===== src/rtl/mono_tx_pkg.sv =====
`default_nettype none
// ============================================================================
// Module      : mono_tx_pkg
// Description : Shared constants and helpers for the MONOPIX readout
//               transmitter emulator: hit field widths, serial word width,
//               FSM state encodings, bit-counter width and the word packer.
// Revision    : 1.0 - initial release
// ============================================================================
package mono_tx_pkg;

    localparam int COL_W     = 6;
    localparam int ROW_W     = 8;
    localparam int TS_W      = 6;
    localparam int WORD_W    = COL_W + ROW_W + TS_W + TS_W;   // 26
    localparam int BIT_CNT_W = 5;

    // Transmit FSM state encodings
    localparam logic [1:0] IDLE  = 2'd0;
    localparam logic [1:0] LOAD  = 2'd1;
    localparam logic [1:0] SHIFT = 2'd2;

    // Serial word layout: {COL, ROW, LE, TE}, MSB transmitted first
    function automatic logic [WORD_W-1:0] pack_hit(
        input logic [COL_W-1:0] col,
        input logic [ROW_W-1:0] row,
        input logic [TS_W-1:0]  le,
        input logic [TS_W-1:0]  te
    );
        return {col, row, le, te};
    endfunction

endpackage : mono_tx_pkg
`default_nettype wire


===== src/rtl/mono_hit_fifo.sv =====
`default_nettype none
// ============================================================================
// Module      : mono_hit_fifo
// Description : Synchronous show-ahead FIFO with registered full/empty flags.
//               Pointers carry one extra MSB so full and empty can be told
//               apart when the address bits match after wrap-around.
// Ports       : CLK, nRST (sync, active-low)
//               i_wr_en/i_wr_data  - push (ignored while full)
//               i_rd_en            - pop  (ignored while empty)
//               o_rd_data          - current head, valid while !o_empty
//               o_full/o_empty     - registered status flags
// Revision    : 1.0 - initial release
// ============================================================================
module mono_hit_fifo #(
    parameter int WIDTH = 26,
    parameter int DEPTH = 16
) (
    input  logic             CLK,
    input  logic             nRST,
    input  logic             i_wr_en,
    input  logic [WIDTH-1:0] i_wr_data,
    input  logic             i_rd_en,
    output logic [WIDTH-1:0] o_rd_data,
    output logic             o_full,
    output logic             o_empty
);

    localparam int c_aw = $clog2(DEPTH);

    logic [WIDTH-1:0] r_mem [DEPTH];
    logic [c_aw:0]    r_wptr;
    logic [c_aw:0]    r_rptr;
    logic             r_full;
    logic             r_empty;

    logic             w_push;
    logic             w_pop;
    logic [c_aw:0]    w_wptr_nxt;
    logic [c_aw:0]    w_rptr_nxt;

    assign w_push     = i_wr_en & ~r_full;
    assign w_pop      = i_rd_en & ~r_empty;
    assign w_wptr_nxt = r_wptr + {{c_aw{1'b0}}, w_push};
    assign w_rptr_nxt = r_rptr + {{c_aw{1'b0}}, w_pop};

    always_ff @(posedge CLK) begin
        if (!nRST) begin
            r_wptr  <= '0;
            r_rptr  <= '0;
            r_full  <= 1'b0;
            r_empty <= 1'b1;
        end else begin
            r_wptr  <= w_wptr_nxt;
            r_rptr  <= w_rptr_nxt;
            r_empty <= (w_wptr_nxt == w_rptr_nxt);
            r_full  <= (w_wptr_nxt[c_aw-1:0] == w_rptr_nxt[c_aw-1:0]) &&
                       (w_wptr_nxt[c_aw] != w_rptr_nxt[c_aw]);
        end
    end

    // Storage needs no reset: the flushed pointers make old contents unreachable
    always_ff @(posedge CLK) begin
        if (w_push) begin
            r_mem[r_wptr[c_aw-1:0]] <= i_wr_data;
        end
    end

    assign o_rd_data = r_mem[r_rptr[c_aw-1:0]];
    assign o_full    = r_full;
    assign o_empty   = r_empty;

endmodule : mono_hit_fifo
`default_nettype wire


===== src/rtl/mono_data_tx.sv =====
`default_nettype none
// ============================================================================
// Module      : mono_data_tx
// Description : MONOPIX readout periphery emulator. Hits are buffered in a
//               FIFO; TOKEN advertises stored data; each READ rising edge
//               sends one 26-bit word MSB-first on DATA. FREEZE blocks hit
//               acceptance only.
// Ports       : CLK, nRST (sync, active-low)
//               HIT_WRITE, HIT_COL, HIT_ROW, HIT_LE, HIT_TE - hit load port
//               READ, FREEZE                               - receiver control
//               TOKEN, DATA, BUSY                          - readout outputs
//               LOST_CNT (saturating), READ_ERR (1-cycle pulse)
// Revision    : 1.0 - initial release
// ============================================================================
module mono_data_tx
    import mono_tx_pkg::*;
#(
    parameter int FIFO_DEPTH = 16,
    parameter int LOST_BITS  = 8
) (
    input  logic                 CLK,
    input  logic                 nRST,
    input  logic                 HIT_WRITE,
    input  logic [COL_W-1:0]     HIT_COL,
    input  logic [ROW_W-1:0]     HIT_ROW,
    input  logic [TS_W-1:0]      HIT_LE,
    input  logic [TS_W-1:0]      HIT_TE,
    input  logic                 READ,
    input  logic                 FREEZE,
    output logic                 TOKEN,
    output logic                 DATA,
    output logic                 BUSY,
    output logic [LOST_BITS-1:0] LOST_CNT,
    output logic                 READ_ERR
);

    localparam logic [BIT_CNT_W-1:0] c_last_bit = BIT_CNT_W'(WORD_W - 1);

    logic [1:0]           r_state;
    logic [1:0]           w_state_nxt;
    logic                 r_read_q;
    logic                 r_read_qq;
    logic                 w_read_edge;
    logic [WORD_W-1:0]    r_sreg;
    logic [BIT_CNT_W-1:0] r_bit_cnt;
    logic [LOST_BITS-1:0] r_lost_cnt;
    logic                 r_token;
    logic                 r_read_err;

    logic [WORD_W-1:0]    w_hit_word;
    logic [WORD_W-1:0]    w_head;
    logic                 w_fifo_full;
    logic                 w_fifo_empty;
    logic                 w_pop;
    logic                 w_drop;
    logic                 w_busy;
    logic                 w_data;

    assign w_hit_word = pack_hit(HIT_COL, HIT_ROW, HIT_LE, HIT_TE);

    // "full" is the registered flag, so a push coinciding with a pop from a
    // full FIFO is still rejected and counted as lost.
    assign w_drop = HIT_WRITE & (FREEZE | w_fifo_full);

    mono_hit_fifo #(
        .WIDTH (WORD_W),
        .DEPTH (FIFO_DEPTH)
    ) u_fifo (
        .CLK       (CLK),
        .nRST      (nRST),
        .i_wr_en   (HIT_WRITE & ~FREEZE),
        .i_wr_data (w_hit_word),
        .i_rd_en   (w_pop),
        .o_rd_data (w_head),
        .o_full    (w_fifo_full),
        .o_empty   (w_fifo_empty)
    );

    assign w_read_edge = r_read_q & ~r_read_qq;
    assign w_pop       = (r_state == IDLE) & w_read_edge & ~w_fifo_empty;

    // ---------------- FSM: state register ----------------
    always_ff @(posedge CLK) begin
        if (!nRST) begin
            r_state <= IDLE;
        end else begin
            r_state <= w_state_nxt;
        end
    end

    // ---------------- FSM: next state ----------------
    always_comb begin
        w_state_nxt = r_state;
        case (r_state)
            IDLE:    if (w_pop) w_state_nxt = LOAD;
            LOAD:    w_state_nxt = SHIFT;
            SHIFT:   if (r_bit_cnt == c_last_bit) w_state_nxt = IDLE;
            default: w_state_nxt = IDLE;
        endcase
    end

    // ---------------- FSM: outputs ----------------
    always_comb begin
        w_busy = 1'b0;
        w_data = 1'b0;
        case (r_state)
            LOAD:  w_busy = 1'b1;
            SHIFT: begin
                w_busy = 1'b1;
                w_data = r_sreg[WORD_W-1];
            end
            default: begin
                w_busy = 1'b0;
                w_data = 1'b0;
            end
        endcase
    end

    // The head is captured on the pop edge because the show-ahead output
    // moves to the next entry in the same cycle; LOAD then only clears
    // the bit counter.
    always_ff @(posedge CLK) begin
        if (!nRST) begin
            r_sreg    <= '0;
            r_bit_cnt <= '0;
        end else begin
            if (w_pop) begin
                r_sreg <= w_head;
            end else if (r_state == SHIFT) begin
                r_sreg <= {r_sreg[WORD_W-2:0], 1'b0};
            end
            if (r_state == LOAD) begin
                r_bit_cnt <= '0;
            end else if (r_state == SHIFT) begin
                r_bit_cnt <= r_bit_cnt + BIT_CNT_W'(1);
            end
        end
    end

    // READ synchroniser/edge detector, status and error registers
    always_ff @(posedge CLK) begin
        if (!nRST) begin
            r_read_q   <= 1'b0;
            r_read_qq  <= 1'b0;
            r_token    <= 1'b0;
            r_read_err <= 1'b0;
            r_lost_cnt <= '0;
        end else begin
            r_read_q   <= READ;
            r_read_qq  <= r_read_q;
            r_token    <= ~w_fifo_empty;
            r_read_err <= w_read_edge & ~w_pop;
            if (w_drop && (r_lost_cnt != {LOST_BITS{1'b1}})) begin
                r_lost_cnt <= r_lost_cnt + {{(LOST_BITS-1){1'b0}}, 1'b1};
            end
        end
    end

    assign TOKEN    = r_token;
    assign DATA     = w_data;
    assign BUSY     = w_busy;
    assign LOST_CNT = r_lost_cnt;
    assign READ_ERR = r_read_err;

endmodule : mono_data_tx
`default_nettype wire


===== config.mk =====
export PLATFORM = sky130hd
export DESIGN_NAME = mono_data_tx
export DESIGN_NICKNAME = d
export VERILOG_FILES = /design/src/rtl/mono_tx_pkg.sv /design/src/rtl/mono_hit_fifo.sv /design/src/rtl/mono_data_tx.sv
export SDC_FILE = /design/constraint.sdc
export NUM_CORES = 1
export LEC_CHECK = 0
export CAP_MARGIN = 20
export CORE_MARGIN = 2
export CORE_UTILIZATION = 55
export CTS_CLUSTER_DIAMETER = 120
export CTS_CLUSTER_SIZE = 16
export DETAILED_ROUTE_END_ITERATION = 8
export PLACE_DENSITY = 0.79
export SLEW_MARGIN = 30
export SYNTH_ARGS = -nofsm -noshare
export SYNTH_HDL_FRONTEND = slang
export SYNTH_SLANG_ARGS = --single-unit

===== constraint.sdc =====
create_clock -name CLK -period 6.6 [get_ports CLK]
set_clock_uncertainty 0.15 [all_clocks]
set_input_delay 1.32 -clock CLK [delete_from_list [all_inputs] [get_ports CLK]]
set_output_delay 1.32 -clock CLK [all_outputs]
set_load 0.1 [all_outputs]

Word-level counts from Yosys, hierarchy flattened --
Memories as Yosys holds them, arrays and structs flattened. A register that Yosys moved wholly into a read port is not among the register bits. Cells that the tools add are included.
Storage, ports and cells: logic and storage cells 58, RAM bits 416, flip-flop bits (word level) 57, output and inout port bits 12, input bits 31, memories kept 1
Memories:
- u_fifo.r_mem | words 16, width 26, read ports 1, clocked after Yosys merged registers in 1, write ports 1, line mono_hit_fifo.sv:30 | logic [WIDTH-1:0] r_mem [DEPTH];
Operators by class: bitwise gates (word level) 15, mux-type cells 10, add/sub/neg operators 4, reductions and logical operators 7, equality and inequality tests 9
Operator list (number):
- 2-to-1 mux 26 bit | 2
- adder 5 x 1 -> 5 bit | 2
- adder 8 x 1 -> 8 bit (second input constant) | 1
- AND 1 bit | 8
- != test 8 bit (second input constant) | 1
- NOT 1 bit | 6
- one-hot mux 2 bit (3 select lines) | 1
- adder 5 x 1 -> 5 bit (second input constant) | 1
- equality test 5 bit | 1
- equality test 5 bit (second input constant) | 1
- equality test 4 bit | 1
- 2-to-1 mux 1 bit | 4
- 2-to-1 mux 2 bit | 2
- 2-to-1 mux 4 bit | 1
- OR reduction 2 bit | 2
- equality test 2 x 1 -> 1 bit (second input constant) | 1
- equality test 2 bit (second input constant) | 1
- logical AND 1 bit | 2
- logical NOT 2 bit | 1
- != test 2 x 1 -> 1 bit (second input constant) | 1
- != test 2 bit (second input constant) | 1
- AND reduction 2 bit | 1
- nonzero test 2 bit | 1
- != test 1 bit | 1
- OR 1 bit | 1

Longest topological paths before layout --
Gate-level depths: netlist of the first run.
depth in word-level cells 8, depth in mapped cells 12

Cells and area by module --
A second synthesis of the first run with hierarchy kept.
Unflattened totals: cell total of the unflattened synthesis 923, area, all modules 18470.2 um2
By module, submodules not included:
- mono_hit_fifo | cells each 709, seq. area each 12732.2 um2, area each 16368.2 um2, instances 1
- mono_data_tx | cells each 214, seq. area each 900.9 um2, area each 2102.0 um2, instances 1

Worst setup path before layout of the first run --
No wires, ideal clock.
path type input to register, start point in FREEZE, end point mem u_fifo.r_mem[0][0] (enable), stages 4, arrival time 3.670 ns, path slack 2.338 ns, path buffers 0, data required time 6.008 ns, setup time 0.442 ns, cell sequence nor2_1 -> nand2_1 -> or3_1 -> nor3_1
Between the ends: longest elaborated chain between the ends 5
Ends and longest elaborated chain:
- start: declaration | line mono_data_tx.sv:29 | input logic FREEZE,
- NOT 1 bit | line mono_data_tx.sv:71 | .i_wr_en (HIT_WRITE & ~FREEZE),
- AND 1 bit | line mono_data_tx.sv:71
- AND 1 bit | line mono_hit_fifo.sv:41 | assign w_push = i_wr_en & ~r_full;
- 2-to-1 mux 1 bit | line mono_hit_fifo.sv:63 | if (w_push) begin
- 2-to-1 mux 1 bit (not written as such) | line mono_hit_fifo.sv:64 | r_mem[r_wptr[c_aw-1:0]] <= i_wr_data;
- end: declaration | line mono_hit_fifo.sv:30
No other way between the ends.

Worst setup path after layout of the first run --
start point reg r_state[0], end point out DATA
Between the ends: longest elaborated chain between the ends 2
Ends and longest elaborated chain:
- start: declaration | line mono_data_tx.sv:39 | logic [1:0] r_state;
- start signal: assignment | line mono_data_tx.sv:87 | r_state <= w_state_nxt;
- equality test 2 bit | line mono_data_tx.sv:106 | case (r_state)
- 2-to-1 mux 1 bit | line mono_data_tx.sv:106
- end: declaration | line mono_data_tx.sv:31 | output logic DATA,
No other way between the ends.

==> results.txt, run 1 <==
----------------------------------------------------
[Status]
  Status ... finished clean

[STA]
  Worst Max-Slew Pin Slew ... 0.9704 ns
  Worst slew margin relative to its limit ... 0.3510
  Max-slew violation total from the final report ... 0
  Highest achievable clock rate ... 0.2288 GHz
  Setup repair after global routing missed its margin ... no
  Worst hold margin ... 0.2933 ns
  Hold Violations, Final ... 0
  Setup violation total in the final timing report ... 0
  Final period util ... 0.6621
  Minimum period implied by the final worst setup slack ... 4.370 ns
  Final-layout setup total negative slack ... 0 ns

[Floorplanning]
  Initial Util ... 0.5533
  Number of primary I/O pins ... 43
  Die height ... 187.0 um
  Area of the core ... 0.03328 mm^2
  Die span in x ... 187.0 um
  Die outline area ... 0.03496 mm^2
  Number of rows in the core area ... 67

[Power]
  Ratio of total power to cell area ... 274.9 mW/mm^2
  Leakage power figure ... 0.006172 uW
  Total power consumption of the routed design ... 5600 uW
  Peak supply drop ... 0.2296 mV

[Route]
  Starting DRC count in detailed routing ... 831
  Via density per instance ... 6.167
  Remaining routing DRC violations ... 0
  Average wire length per cell after detail routing ... 24.53 um
  TritonRoute pass-1 iters ... 5
  Detailed Route WL ... 34,560 um
  Routed Antenna Nets ... 0
  Via Count ... 8,689

[Min path]
  Worst hold path type ... register to register
  Worst hold stages ... 1
  Worst hold start ... u_fifo.o_empty
  Hold EP ... TOKEN

[Clock network]
  Depth of the CTS H-tree ... 2
  Maximum number of buffers from clock root to sink ... 3
  TritonCTS clock tree ... built
  CTS resizes ... 0
  TritonCTS sink count ... 473
  Cts-stage hold buffer count ... 0
  Library cell used as clock root buffer ... clkbuf_16
  Clock latency on the worst-skew pair ... 0.53 ns
  Clock transition at the registers of the reported paths ... 0.08 ns
  CTS buffer count ... 35
  Setup Fix Bufs, Post-CTS ... 0

[Worst setup path]
  CP Launch Type ... register
  Worst reg2reg path startpoint ... u_fifo.r_rptr[0]
  WP data arrival ... 2.90 ns
  Setup crit end kind ... output port
  Crit path kind ... register to output port
  Largest fanout on the critical path ... 34
  FF-to-FF path depth ... 7
  Required time reported for the critical path endpoint ... 5.13 ns
  Endpoint of the most critical register-to-register path ... r_sreg[0]
  Worst setup slack for register-to-register paths ... 3.57 ns

[Layout]
  Antenna Cells ... 0
  Post-route cell area ... 0.02037 mm^2
  Post-layout instance count excluding filler cells ... 1,409
  Area delta synth->final ... 10.63%
  Share of post-route cells with drive strength above 1 ... 0.2373
  Sequential cell area in the final layout ... 0.01364 mm^2
  Most common cell after layout, fill and taps aside ... edfxtp_1
  Fin nets ... 980
  Fill cells ... 2,263
  Area occupied by multi-input gates ... 0.004591 mm^2
  Most used cells in the layout excluding fill and tap cells ... 416 x edfxtp_1, 104 x mux4_2, 54 x dfxtp_1

[Place]
  Post-Place Cell Area ... 0.01934 mm^2
  Number of port buffers ... 42
  Gpl congestion ... 0.7634
  HPWL Detailed ... 19,370 um
  Number of placed instances, taps included ... 1,346

[Synthesis]
  Post-Syn Instances ... 898
  Synthesized netlist net count ... 941
  Number of warnings issued by yosys ... 0
  Mapped Area ... 0.01841 mm^2
  Share of synthesized area occupied by flip-flops and latches ... 0.7404
  Number of enable-type register cells in the synthesized netlist ... 416
  Number of unique standard cell types used by synthesis ... 42
  Share of async-settable or async-resettable flops after synthesis ... 0
  Number of flip-flops and latches in the synthesized netlist ... 473
  Dominant register cell in the synthesized netlist ... edfxtp_1
  Syn Area/Cell ... 20.50 um^2

[Global route]
  Number of global-route vias before repair ... 8,647
  Maximum number of pins on one net before global-route repair ... 61
  GRT Overall Usage ... 0.2006
  Wire length of the first global-routing pass ... 52,660 um
  Number of antenna violations at the first check in global routing ... 0
  Overall overflow remaining after global route ... 0

[Job]
  Number of maximum-capacitance constraint violations ... 0

----------------------------------------------------
==> where the power goes <==
group	internal, uW	switching (uW)
clock	1000	953
sequential	3280	24.6
combinational	143	195
==> worst max-delay path, cell delays in order, from the launching register on <==
cell	delay (ns)
dfxtp_1	0.34
inv_1	0.12
ha_1	0.16
buf_4	0.42
and2_1	0.20
clkdlybuf4s50_1	1.12
==> registers in the layout, indices dropped and copies added (netlist names) <==
name,cells
LOST_CNT,8
READ_ERR,1
TOKEN,1
r_bit_cnt,5
r_read_q,1
r_read_qq,1
r_sreg,26
r_state,2
u_fifo.o_empty,1
u_fifo.o_full,1
u_fifo.r_mem,416
u_fifo.r_rptr,5
u_fifo.r_wptr,5
==> metal layers <==
metal	global-route usage	routed length (um)	up-vias
met4	0.05464	618	0
li1	-	-	3750
met2	0.3194	16690	326
met1	0.2951	15010	4568
met3	0.03002	2248	45
met5	0	0	-
==> how the worst max path moves through the flow <==
stage                                       to  startpoint  cells past startpoint  slack [ns]
after floorplan             u_fifo.r_mem[0][0]      FREEZE                      4        2.34
after global placement    u_fifo.r_mem[15][12]      FREEZE                      6        2.73
after detailed placement  u_fifo.r_mem[15][12]      FREEZE                      6        2.72
after CTS                                 DATA  r_state[0]                      5        2.23
after global routing                      DATA  r_state[0]                      5        2.15
final                                     DATA  r_state[0]                      5        2.23
==> cell usage after synthesis (4+ instances only) <==
library cell | instances | area, um^2
a31oi_1 | 25 | 156.4
and2_1 | 17 | 106.4
buf_1 | 4 | 15.01
buf_2 | 8 | 40.04
buf_4 | 10 | 75.07
clkbuf_1 | 29 | 108.9
dfxtp_1 | 57 | 1141
edfxtp_1 | 416 | 12490
ha_1 | 12 | 150.1
inv_1 | 5 | 18.77
mux2_2 | 49 | 551.8
mux2i_1 | 32 | 320.3
mux4_2 | 104 | 2342
nand2_1 | 12 | 45.04
nand2b_1 | 4 | 25.02
nand3_1 | 7 | 35.03
nand4_1 | 5 | 31.28
nor2_1 | 20 | 75.07
nor2b_1 | 7 | 43.79
nor3_1 | 7 | 35.03
o221ai_1 | 24 | 210.2
xnor2_1 | 13 | 113.9
xor2_1 | 11 | 96.34
==> through the flow <==
| step | util | worst slack [ns] |
|---|---|---|
| after floorplan | - | 2.338 |
| after global placement | 0.5803 | 2.731 |
| after detailed placement | 0.5811 | 2.721 |
| after CTS | 0.6107 | 2.226 |
| after global routing | 0.6121 | 2.148 |
| final | 0.6121 | 2.230 |
==> cell families (layout without fill, tap and decap cells) <==
group                      count (synthesis)  count (layout)  share of synthesized area
and+or+nand+nor                           86              86                    0.02433
muxes                                    186             186                     0.1754
AOI/OAI and AO/OA                         58              58                    0.02378
xor gates and xnor gates                  24              24                    0.01142
DFF                                      473             473                     0.7404
adders and majority gates                 12              12                   0.008154
buffers and inverters                     59             122                    0.01651
==> cell type report <==
type | count | share of cell area
clock buffer | 59 | 0.04742
clock inverter | 2 | 0.0008599
inverter | 5 | 0.0009213
multi-input combinational | 366 | 0.2254
sequential | 473 | 0.6698
tap | 448 | 0.02752
timing repair buffer | 56 | 0.02813
Note: power is estimated with default switching activity, not from simulation.
==> run 2: changes to the inputs <==
clock period = 4.4 ns   (was 6.6 ns; I/O delays follow)
==> run 2 against run 1 <==
Largest power group unchanged. Utilization is 0.18 points higher. Register-to-register slack worse by 1.8 ns. Largest cell class unchanged. Power is 51% higher. Sequential power is 50% higher. Die area stayed put. Highest routed layer unchanged. Critical endpoint is now BUSY. Routed wire length is 6.4% higher. Setup slack worse by 1.2 ns. Sequential cell count stayed put. Critical path depth is 2 lower. Cell area is 0.30% higher. First-iteration DRC count is 19% higher. Clock-buffer cell count is 2 higher.
==> results.txt, run 2 (synthesis results as in run 1) <==
----------------------------------------------------
[Status]
  Status ... finished clean

[STA]
  Highest achievable clock rate ... 0.2936 GHz
  Max-slew violation total from the final report ... 0 (unchanged)
  Setup violation total in the final timing report ... 0 (unchanged)
  Hold Violations, Final ... 0 (unchanged)
  Final period util ... 0.7740
  Setup repair after global routing missed its margin ... no
  Final-layout setup total negative slack ... 0 ns (unchanged)
  Worst slew margin relative to its limit ... 0.3505 (-0.0004850)
  Minimum period implied by the final worst setup slack ... 3.406 ns
  Setup ws final ... 0.9943 ns (-1.236 ns)
  Worst Max-Slew Pin Slew ... 0.9711 ns (+0.0007247 ns)

[Floorplanning]
  Number of rows in the core area ... 67 (unchanged)
  Initial Util ... 0.5533 (unchanged)
  Die height ... 187.0 um (unchanged)
  Area of the core ... 0.03328 mm^2 (unchanged)
  Die outline area ... 0.03496 mm^2 (unchanged)
  Die span in x ... 187.0 um (unchanged)
  Number of primary I/O pins ... 43 (unchanged)

[Power]
  Portion of total power attributed to sequential cells ... 0.585 (-0.006)
  Combinational fraction of design power ... 0.060 (about the same)
  Leakage power figure ... 0.006214 uW (+0.67%)
  Power share of the clock group ... 0.355 (+0.006)
  Power spent charging and discharging nets ... 1770 uW (+51%)
  Internal portion of total power ... 6710 uW (+52%)
  Sw Share ... 0.2088 (-0.0004837)
  Peak supply drop ... 0.3613 mV (+57%)
  Ratio of total power to cell area ... 415.1 mW/mm^2 (+51%)

[Global route]
  Maximum number of pins on one net before global-route repair ... 56 (-8.2%)
  Number of global-route vias before repair ... 8,992 (+4.0%)
  Overall overflow remaining after global route ... 0 (unchanged)
  GRT Overall Usage ... 0.2143 (+0.01369)
  Wire length of the first global-routing pass ... 56,010 um (+6.4%)
  Number of antenna violations at the first check in global routing ... 0 (unchanged)

[Layout]
  Number of flip-flops under the largest register name ... 416 (unchanged)
  Most common cell after layout, fill and taps aside ... edfxtp_1
  Fin nets ... 985 (+0.51%)
  Most used cells in the layout excluding fill and tap cells ... 416 x edfxtp_1, 104 x mux4_2, 54 x dfxtp_1
  Share of post-route cells with drive strength above 1 ... 0.2430 (+0.005767)
  Area delta synth->final ... 10.97%
  Antenna Cells ... 0 (unchanged)
  Fill cells ... 2,230 (-1.5%)

[Worst setup path]
  Crit path kind ... register to output port
  Setup crit end kind ... output port
  WP data arrival ... 2.38 ns (-0.52 ns)
  Crit. Startpoint ... r_state[0]
  Required time reported for the critical path endpoint ... 3.37 ns (-1.76 ns)
  CP Launch Type ... register
  Largest fanout on the critical path ... 4 (-88%)
  Worst reg2reg path startpoint ... r_state[1]

[Clock network]
  Cts-stage hold buffer count ... 0 (unchanged)
  CTS resizes ... 0 (unchanged)
  TritonCTS sink count ... 473 (unchanged)
  Depth of the CTS H-tree ... 2 (unchanged)
  Clock transition at the registers of the reported paths ... 0.07 ns (about the same)
  CTS buffer count ... 35 (unchanged)
  Setup Fix Bufs, Post-CTS ... 0 (unchanged)
  Clock latency on the worst-skew pair ... 0.52 ns (about the same)
  Library cell used as clock root buffer ... clkbuf_16
  TritonCTS clock tree ... built
  Maximum number of buffers from clock root to sink ... 3 (unchanged)

[Place]
  Number of port buffers ... 42 (unchanged)
  HPWL Detailed ... 21,090 um (+8.9%)
  Gpl congestion ... 0.7722 (+1.2%)
  Worst-case setup slack after placement ... 0.9630 ns (-1.758 ns)

[Route]
  Via density per instance ... 6.248 (+1.3%)
  TritonRoute pass-1 iters ... 6 (+1)
  Via Count ... 8,841 (+1.7%)
  Remaining routing DRC violations ... 0 (unchanged)
  Routed Antenna Nets ... 0 (unchanged)
  Average wire length per cell after detail routing ... 25.99 um (+6.0%)
  Detailed Route WL ... 36,780 um (+6.4%)
  Starting DRC count in detailed routing ... 989 (+19%)

[Min path]
  Worst hold path type ... register to register
  Worst hold start ... u_fifo.o_empty

[Job]
  Number of maximum-capacitance constraint violations ... 0 (unchanged)

----------------------------------------------------
==> run 2: area by class of cell <==
class	instances	area, um^2	share of cell area
Timing Repair Buffer	61	593.1	0.02903
Multi-Input combinational cell	366	4591	0.2247
Sequential cell	473	13640	0.6678
Clock buffer	61	1016	0.04972
Tap cell	448	560.5	0.02743
Inverter	5	18.77	0.0009186
Clock inverter	1	8.758	0.0004287
==> run 2: metrics by stage <==
stage | instance area, um^2 | hold WS (ns) | cells | util | total power [uW]
2_1_floorplan | 18410 | 0.2433 | 898 | - | 5397
3_3_place_gp | 19390 | 0.2844 | 1352 | 0.5825 | 5560
3_5_place_dp | 19390 | 0.2823 | 1352 | 0.5825 | 5577
4_1_cts | 20410 | 0.2938 | 1414 | 0.6133 | 8548
5_1_grt | 20430 | 0.3056 | 1415 | 0.6139 | 8742
6_report | 20430 | 0.2860 | 1415 | 0.6139 | 8481
==> run 2: final timing paths <==
kind / to / slack, ns / cells after the start
worst max register to register: u_fifo.o_empty / 1.73 / 10
worst min register to register: TOKEN / 0.29 / 1
worst max-delay path: BUSY / 0.99 / 3
worst min-delay path: TOKEN / 0.29 / 1
==> run 2: power groups by stage <==
stage          sequential (uW)  combinational (uW)  clock [uW]
2_1_floorplan             5060                 334           0
3_3_place_gp              5060                 501           0
3_5_place_dp              5060                 515           0
4_1_cts                   4960                 516        3070
5_1_grt                   4970                 551        3220
6_report                  4960                 509        3010
==> run 2: metal layers <==
metal | share of wire | routed length, um | track usage
met3 | 0.072 | 2645 | 0.03621
met5 | 0 | 0 | 0
met2 | 0.49 | 18140 | 0.3516
met4 | 0.016 | 593 | 0.04640
met1 | 0.42 | 15400 | 0.3079
==> run 2: worst max-delay path, stage by stage, from the launching register on <==
cell and delay [ns]:
dfxtp_1 0.38, inv_1 0.09, ha_1 0.28, clkdlybuf4s50_1 1.12
